[src/rtl/shift_seq_ctrl.sv]
// Two-requester round-robin serial shift sequencer: accepts a parallel frame,
// shifts it out MSB first while capturing sin, then enforces an idle gap.
module shift_seq_ctrl #(
  parameter int WIDTH = 8,
  parameter int GAP   = 1
) (
  input  logic             clk,
  input  logic             rst,
  input  logic             req0_valid,
  input  logic [WIDTH-1:0] req0_data,
  output logic             req0_ready,
  input  logic             req1_valid,
  input  logic [WIDTH-1:0] req1_data,
  output logic             req1_ready,
  input  logic             sin,
  output logic             sout,
  output logic             busy,
  output logic [WIDTH-1:0] rx_data,
  output logic             rx_valid,
  output logic             rx_src
);

  localparam int CW     = (WIDTH > 2) ? $clog2(WIDTH) : 1;
  localparam int GAP_M1 = (GAP > 0) ? GAP - 1 : 0;
  localparam logic [CW-1:0] CNT_LAST = CW'(WIDTH - 1);
  localparam logic [3:0]    GAP_LAST = GAP_M1[3:0];

  typedef enum logic [1:0] {
    S_IDLE  = 2'd0,
    S_SHIFT = 2'd1,
    S_GAP   = 2'd2
  } state_t;

  state_t           state_r;
  state_t           state_s;
  logic [CW-1:0]    cnt_r;
  logic [3:0]       gap_r;
  logic [WIDTH-1:0] shreg_r;
  logic             owner_r;
  logic             last_r;
  logic [WIDTH-1:0] rx_data_r;
  logic             rx_src_r;
  logic             rx_valid_r;
  logic             grant_s;
  logic             hs_s;
  logic             cap_s;

  // Arbitration, handshake and next-state decode
  always_comb begin
    grant_s    = 1'b0;
    req0_ready = 1'b0;
    req1_ready = 1'b0;
    state_s    = state_r;
    if (req0_valid && req1_valid) begin
      grant_s = ~last_r;
    end else if (req1_valid) begin
      grant_s = 1'b1;
    end else begin
      grant_s = 1'b0;
    end
    if (state_r == S_IDLE) begin
      req0_ready = req0_valid & ~grant_s;
      req1_ready = req1_valid &  grant_s;
    end else begin
      req0_ready = 1'b0;
      req1_ready = 1'b0;
    end
    hs_s  = req0_ready | req1_ready;
    cap_s = (state_r == S_SHIFT) && (cnt_r == CNT_LAST);
    case (state_r)
      S_IDLE: begin
        if (hs_s) state_s = S_SHIFT;
        else      state_s = S_IDLE;
      end
      S_SHIFT: begin
        if (cap_s) state_s = (GAP > 0) ? S_GAP : S_IDLE;
        else       state_s = S_SHIFT;
      end
      S_GAP: begin
        if (gap_r == GAP_LAST) state_s = S_IDLE;
        else                   state_s = S_GAP;
      end
      default: state_s = S_IDLE;
    endcase
  end

  // State register
  always_ff @(posedge clk or posedge rst) begin
    if (rst) state_r <= S_IDLE;
    else     state_r <= state_s;
  end

  // Shift datapath, bit/gap counters and grant history
  always_ff @(posedge clk or posedge rst) begin
    if (rst) begin
      shreg_r <= {WIDTH{1'b0}};
      cnt_r   <= {CW{1'b0}};
      gap_r   <= 4'd0;
      owner_r <= 1'b0;
      last_r  <= 1'b1;
    end else begin
      case (state_r)
        S_IDLE: begin
          if (hs_s) begin
            shreg_r <= grant_s ? req1_data : req0_data;
            cnt_r   <= {CW{1'b0}};
            owner_r <= grant_s;
            last_r  <= grant_s;
          end
        end
        S_SHIFT: begin
          shreg_r <= {shreg_r[WIDTH-2:0], sin};
          cnt_r   <= cnt_r + CW'(1);
          gap_r   <= 4'd0;
        end
        S_GAP: begin
          gap_r <= gap_r + 4'd1;
        end
        default: begin
          cnt_r <= {CW{1'b0}};
        end
      endcase
    end
  end

  // Receive capture: the final sin bit is folded in at the closing edge
  always_ff @(posedge clk or posedge rst) begin
    if (rst) begin
      rx_data_r  <= {WIDTH{1'b0}};
      rx_src_r   <= 1'b0;
      rx_valid_r <= 1'b0;
    end else begin
      rx_valid_r <= cap_s;
      if (cap_s) begin
        rx_data_r <= {shreg_r[WIDTH-2:0], sin};
        rx_src_r  <= owner_r;
      end
    end
  end

  assign sout     = (state_r == S_SHIFT) ? shreg_r[WIDTH-1] : 1'b0;
  assign busy     = (state_r != S_IDLE);
  assign rx_data  = rx_data_r;
  assign rx_src   = rx_src_r;
  assign rx_valid = rx_valid_r;

endmodule
[config.mk]
export PLATFORM = sky130hd
export DESIGN_NAME = shift_seq_ctrl
export DESIGN_NICKNAME = d
export VERILOG_FILES = /design/src/rtl/shift_seq_ctrl.sv
export SDC_FILE = /design/constraint.sdc
export NUM_CORES = 1
export LEC_CHECK = 0
export BUFFER_PORTS_ARGS = -buffer_cell sky130_fd_sc_hd__buf_2
export CAP_MARGIN = 15
export CORE_ASPECT_RATIO = 1.5
export CORE_MARGIN = 5
export CORE_UTILIZATION = 45
export CTS_CLUSTER_SIZE = 24
export DETAILED_ROUTE_END_ITERATION = 8
export GPL_ROUTABILITY_DRIVEN = 0
export HOLD_SLACK_MARGIN = 0.1
export PLACE_DENSITY = 0.68
export SYNTH_ARGS = -nofsm -noshare
export SYNTH_HDL_FRONTEND = slang
export SYNTH_SLANG_ARGS = --single-unit
[constraint.sdc]
create_clock -name clk -period 4.6 [get_ports clk]
set_input_delay 0.23 -clock clk [delete_from_list [all_inputs] [get_ports clk]]
set_output_delay 0.23 -clock clk [all_outputs]
set_load 0.05 [all_outputs]
==> results of run 1 <==
## power breakdown
group	leakage (uW)	total, uW	internal (uW)	switching, uW
combinational	0.000518	629	219	410
sequential	0.000357	429	365	64.5
clock	0.0000450	200	105	95.1
total	0.000919	1260	688	570
## critical path, delay by kind of cell (launching register included)
kind            cells  cell delay (ps)
simple gates        2              770
fa+ha+maj           1              720
flops               1              400
compound gates      1              330
buf+inv             1              100
## through the flow
| stage | setup WS [ps] | util (%) |
|---|---|---|
| after floorplan | 2823 | - |
| after global placement | 2343 | 52.31 |
| after detailed placement | 2197 | 52.31 |
| after CTS | 2172 | 54.73 |
| after global routing | 1978 | 55.82 |
| final | 2171 | 55.82 |
## final cells by class
| class | instances | share of cell area, % |
|---|---|---|
| clock buffers | 6 | 3.806 |
| clock inverters | 2 | 0.5249 |
| inverters | 11 | 2.165 |
| multi-input cells | 95 | 41.73 |
| repair buffers | 36 | 10.89 |
| flip-flops and latches | 29 | 38.12 |
| well taps | 42 | 2.756 |
## cell usage after synthesis (3+ instances only)
cell type,number,area [sq um]
a221oi_2,8,120.1
o31ai_2,8,100.1
ha_1,8,100.1
inv_1,11,41.29
clkbuf_1,3,11.26
o31ai_1,3,22.52
buf_2,3,15.01
nand2_1,6,22.52
mux2_2,9,101.4
dfrtp_1,28,700.7
a21oi_1,4,20.02
and2_1,9,56.30
nor2b_1,9,56.30
o21ai_0,12,60.06
## flip-flops by register name, indices dropped and copies added (netlist names)
| signal | flops |
|---|---|
| cnt_r | 3 |
| gap_r | 4 |
| last_r | 1 |
| owner_r | 1 |
| rx_data | 8 |
| rx_src | 1 |
| rx_valid | 1 |
| shreg_r | 8 |
| state_r | 2 |
## layer usage
| metal | up-vias | global-route usage [%] |
|---|---|---|
| met4 | 0 | 5.567 |
| met5 | - | 0 |
| met1 | 589 | 18.33 |
| li1 | 574 | - |
| met3 | 6 | 4.814 |
| met2 | 39 | 25.65 |
## cells by family after synthesis
logic type	synth area share, %
simple gates	12.63
fa+ha+maj	6.236
mux	7.561
flops	45.28
compound gates	23.15
buf+inv	5.144
## how the worst max path moves through the flow
stage | startpoint | cells past startpoint | slack [ps] | endpoint
floorplan | state_r[0] | 4 | 2820 | req0_ready
finish | state_r[1] | 5 | 2170 | shreg_r[0]
global placement | state_r[1] | 5 | 2340 | shreg_r[2]
global route | state_r[1] | 5 | 1980 | shreg_r[2]
CTS | state_r[1] | 5 | 2170 | shreg_r[0]
detailed placement | state_r[0] | 5 | 2200 | shreg_r[6]
## cells in the final DEF, fill, tap and decap left out, types with 2 or more instances in the layout
master,netlist,layout
inv_1,11,11
a21oi_1,4,4
nor2b_1,9,9
nand2_1,6,6
dfrtp_1,28,28
clkbuf_8,0,5
mux2i_1,2,2
o21ai_1,2,2
and2_1,9,9
o31ai_1,3,3
buf_2,3,34
nand2b_1,2,2
a221oi_2,8,8
o21ai_0,12,12
o31ai_2,8,8
mux2_2,9,9
nand3_1,2,2
ha_1,8,8
clkinv_2,0,2
==> results by group, run 1 <==
Run status
  – Status: finished, final reports clean

Timing
  – RSZ-0062 raised after global routing: false
  – Fin Hold WS: about 210 ps
  – Post-layout min period: 2429 ps
  – Worst-margin pin slew: 853.3 ps
  – Fin Clk Skew: 2.563 ps
  – Highest Clock Rate: 411.7 MHz
  – Count of final hold-check violations: 0
  – Crit share post-route: 52.80%
  – Slew headroom: 43.11%
  – Pins Over Slew Limit: 0
  – Setup_tns: 0 ps
  – # setup viols final: 0

Die
  – I/O pin total: 35
  – Rows: 26
  – Die area: 4886 sq um
  – Starting Density: 47.00%
  – Die width: 58.77 um
  – Std-Cell Core Area: 3416 sq um
  – Die height: 83.15 um

Route
  – Drt first-iter violations: 22
  – Highest metal used: met4
  – Metal3 WL: 196 um
  – First-pass DRT Iterations: 4
  – Routed wl met2: roughly 1.8 mm
  – Total Wirelength: 3.396 mm
  – Vias: 1208
  – DR vias/cell: 5.466
  – Post-route met1 wirelength: 1.378 mm
  – Post-route ant nets: 0
  – WL/cell: 15.37 um
  – DRC: 0

Power and ir drop
  – PwrDens: about 660 nW/um^2
  – Total power: 1258 uW
  – Static Leak: 0.0009194 uW
  – Peak supply drop: 0.0004191 V

Clock network
  – Clock sinks: 29
  – Clock Pin Slew Worst Setup and Hold Paths: 60 ps
  – Clk Latency, worst-skew pair: 280 ps
  – CTS tree: yes
  – CTS Buffer Depth: 2
  – CTS HTree Levels: 2
  – CTS Buf Count: 5
  – Root Buffer: clkbuf_8
  – Hold_buf cts: 0
  – Post-CTS setup buffer count: 0
  – Resize count post-CTS: 0

Critical path
  – Worst r2r dst: shreg_r[0]
  – CP arrival: roughly 2600 ps
  – Critical path's largest stage delay: 720 ps
  – CP Capture Type: flop
  – Crit-path cells: inv_1 -> ha_1 -> nor2_1 -> or2_0 -> o31ai_2
  – Worst r2r src: state_r[1]
  – Critical path startpoint category: flop
  – CP Class: flop to flop
  – Reg2Reg Depth: 5
  – R2R setup slack: between 2000 and 2500 ps
  – Data required time at the worst endpoint: roughly 4800 ps
  – Worst-path cell with the longest stage delay: ha_1
  – Crit Path Max Fanout: 23

Yosys
  – Distinct cells, synth: 32
  – Syn nets: 172
  – Asr flop ratio synth: 100.0%
  – Yosys Warn Count: 0
  – Sequential area share after synthesis: 45.28%
  – Synth Flop Type: dfrtp_1
  – Cells after Synth: 143
  – Post-synth EDFFs: 0
  – Post-Syn Area per Cell: about 11 sq um
  – Synth Register Bits: 29
  – Cell Area, Synth: 1605 sq um

Placed design
  – Placed Area: 1787 sq um
  – DP Wirelength: 2.512 mm
  – Placed Cells incl. Taps: 211
  – Buffers on Ports: 34

Worst hold path
  – Origin of the worst min-delay path: sin
  – Worst Hold Depth: 2
  – Hold WC Path Type: input port to flop
  – Hold path endpoint: rx_data[0]

Global route
  – Initial antenna violation count: 0
  – First-pass GRT wire length: between 5 and 6 mm
  – Total track usage: 15.49%
  – Grt total ovfl: 0
  – Number of global-route vias before repair: 1272
  – Largest net degree at the start of global routing: 30

Layout
  – Layout Nets: around 210
  – Synth-to-layout area growth: 18.78%
  – Share of layout cells above drive strength 1: 39.11%
  – Antenna Cells: 0
  – Sequential cell area: 726.9 sq um
  – Non-filler instance count after layout: 221
  – Fillcell total: 325
  – Area of the multi-input gates: between 700 and 800 sq um
  – Design area: 1907 sq um

Flow run
  – Max Cap Viol: 0
(Power assumes the default switching activity.)
==> inputs of run 2 (changes only) <==
Clock period 4.6 ns to 2.25 ns, I/O delays scaled along.
==> run 2 against run 1 <==
Net effect:
- worst hold slack worse by 23 ps
- non-clock buffer count up 4
- register-to-register slack worse by 2000 ps
- cell area up 0.79%
- via count up 0.75%
- critical path type unchanged
- cell count up 1.8%
- highest routed layer unchanged
- clock power up 100%
- wire length down 3.2%
==> results by group, run 2 (synthesis gave the netlist of run 1 again) <==
Clock network
  – CTS HTree Levels: 2
  – CTS Buf Count: 5
  – CTS Buffer Depth: 2
  – Root Buffer: clkbuf_8
  – CTS tree: yes
  – Clock sinks: 29
  – Clock Pin Slew Worst Setup and Hold Paths: 60 ps
  – Clk Latency, worst-skew pair: between 200 and 300 ps
  – Resize count post-CTS: 0

Flow run
  – Max Cap Viol: 0

Worst hold path
  – Hold WC Path Type: input port to flop
  – Worst Hold Depth: 3
  – Origin of the worst min-delay path: req1_valid

Timing
  – Count of final hold-check violations: 0
  – Setup_tns: 0 ps
  – Final WS setup: a little under 200 ps
  – Pins Over Slew Limit: 0
  – Worst-margin pin slew: 674.5 ps
  – # setup viols final: 0
  – Fin Clk Skew: 6.207 ps
  – Crit share post-route: 91.16%
  – RSZ-0062 raised after global routing: false
  – Highest Clock Rate: between 400 and 500 MHz
  – Slew headroom: 55.03%
  – Post-layout min period: 2051 ps

Critical path
  – CP arrival: around 2200 ps
  – CP Capture Type: flop
  – Crit-path cells: inv_1 -> ha_1 -> nor2_1 -> or2_0 -> o31ai_2
  – Critical Path Source: state_r[0]
  – Worst r2r src: state_r[0]
  – Critical path's largest stage delay: 600 ps
  – Worst-path cell with the longest stage delay: or2_0
  – CP Class: flop to flop
  – Data required time at the worst endpoint: 2380 ps
  – Critical path startpoint category: flop
  – Crit Path Max Fanout: 9
  – Reg2Reg Depth: 5

Route
  – WL/cell: 14.61 um
  – Vias: roughly 1200
  – Total Wirelength: 3.288 mm
  – DR vias/cell: around 5.4
  – Drt first-iter violations: 26
  – DRC: 0
  – First-pass DRT Iterations: 3
  – Post-route ant nets: 0

Power and ir drop
  – Clock share of power: 15.9%
  – NetSw: approximately 1200 uW
  – Int Power: 1410 uW
  – PwrDens: 1336 nW/um^2
  – Peak supply drop: roughly 0.00068 V
  – Comb pwr share: about 50%
  – Sw Share: between 40% and 50%
  – Reg power frac: between 30% and 40%
  – Static Leak: around 0.00093 uW

Placed design
  – DP Wirelength: 2.495 mm
  – Buffers on Ports: 34
  – Placed Cells incl. Taps: ~210
  – Dpl ws: ~210 ps

Global route
  – First-pass GRT wire length: 5.671 mm
  – Met2 GRT Util: 23.94%
  – Initial antenna violation count: 0
  – Grt total ovfl: 0
  – Met1 Usage GRT: 17.31%
  – Number of global-route vias before repair: between 1000 and 1500
  – Most Used Layer, Global Route: met2
  – Met3 GRT Util: between 5 and 6%
  – Total track usage: about 15%
  – Largest net degree at the start of global routing: 30

Layout
  – Share of layout cells above drive strength 1: 39.34%
  – Most common cell after layout, fill and taps aside: buf_2
  – Non-filler instance count after layout: approximately 230
  – Synth-to-layout area growth: 19.72%
  – Fillcell total: about 300
  – Layout Nets: 211
  – Commonest cells after routing, fill and taps aside: buf_2 (34), dfrtp_1 (28), o21ai_0 (12)
  – Antenna Cells: 0

Run status
  – Status: finished, final reports clean

Die
  – Std-Cell Core Area: 3416 sq um
  – Die height: 83.15 um
  – Rows: 26
  – Die area: around 4900 sq um
  – Die width: 58.77 um
  – Starting Density: 47.00%
  – I/O pin total: 35
## run 2: cell count changes in the layout (fill, tap and decap cells not counted)
cell,previous run,this run
buf_4,0,3
dlygate4sd3_1,1,3
buf_16,1,0
## run 2: final cells by class
cell class / count / area, sq um / area share [%]
Multi-Input combinational cell: 95 / 795.8 / 41.41
Sequential cell: 29 / 726.9 / 37.83
Tap cell: 42 / 52.55 / 2.734
Clock buffer: 6 / 72.57 / 3.776
Inverter: 11 / 41.29 / 2.148
Timing Repair Buffer: 40 / 222.7 / 11.59
Clock inverter: 2 / 10.01 / 0.5208
## run 2: path summary, 6_finish.rpt
check | endpoint | slack, ps
min in group asynchronous | cnt_r[1] | 440
worst min register to register | owner_r | 480
max in group asynchronous | last_r | 1500
worst min-delay path | last_r | 190
worst max-delay path | shreg_r[6] | 200
worst max register to register | shreg_r[6] | 200
## run 2: layer usage
layer  part of all wire [%]  vias up
met5                      0        -
met4                    2.1        0
met3                    6.0        7
met2                     49       34
met1                     43      592
li1                       -      584
## run 2: critical path, delay by kind of cell, from the launching register on
kind	cells	cell delay (ps)
fa+ha+maj	1	280
flops	1	390
simple gates	2	1000
compound gates	1	160
buf+inv	1	80
## run 2: metrics by stage
stage               util [%]  area (sq um)  hold WS [ps]  power [uW]
floorplan                  -          1605         182.5        1911
global placement       52.97          1809         194.5        2142
detailed placement     52.97          1809         202.1        2186
CTS                    56.26          1922         179.5        2604
global route           56.26          1922         213.1        2753
finish                 56.26          1922         191.3        2568
## run 2: repair_timing
action,4_1_cts,5_1_grt
hold endpoints to repair,30,0
setup buffers,0,0
endpoints found under the setup margin,0,0
hold buffers,3,0
## run 2: power by group through the flow
stage | combinational (uW) | sequential [uW] | clock (uW)
after floorplan | 765 | 1150 | 0
after global placement | 1260 | 879 | 0
after detailed placement | 1300 | 891 | 0
after CTS | 1300 | 881 | 421
after global routing | 1400 | 909 | 447
final | 1280 | 876 | 407
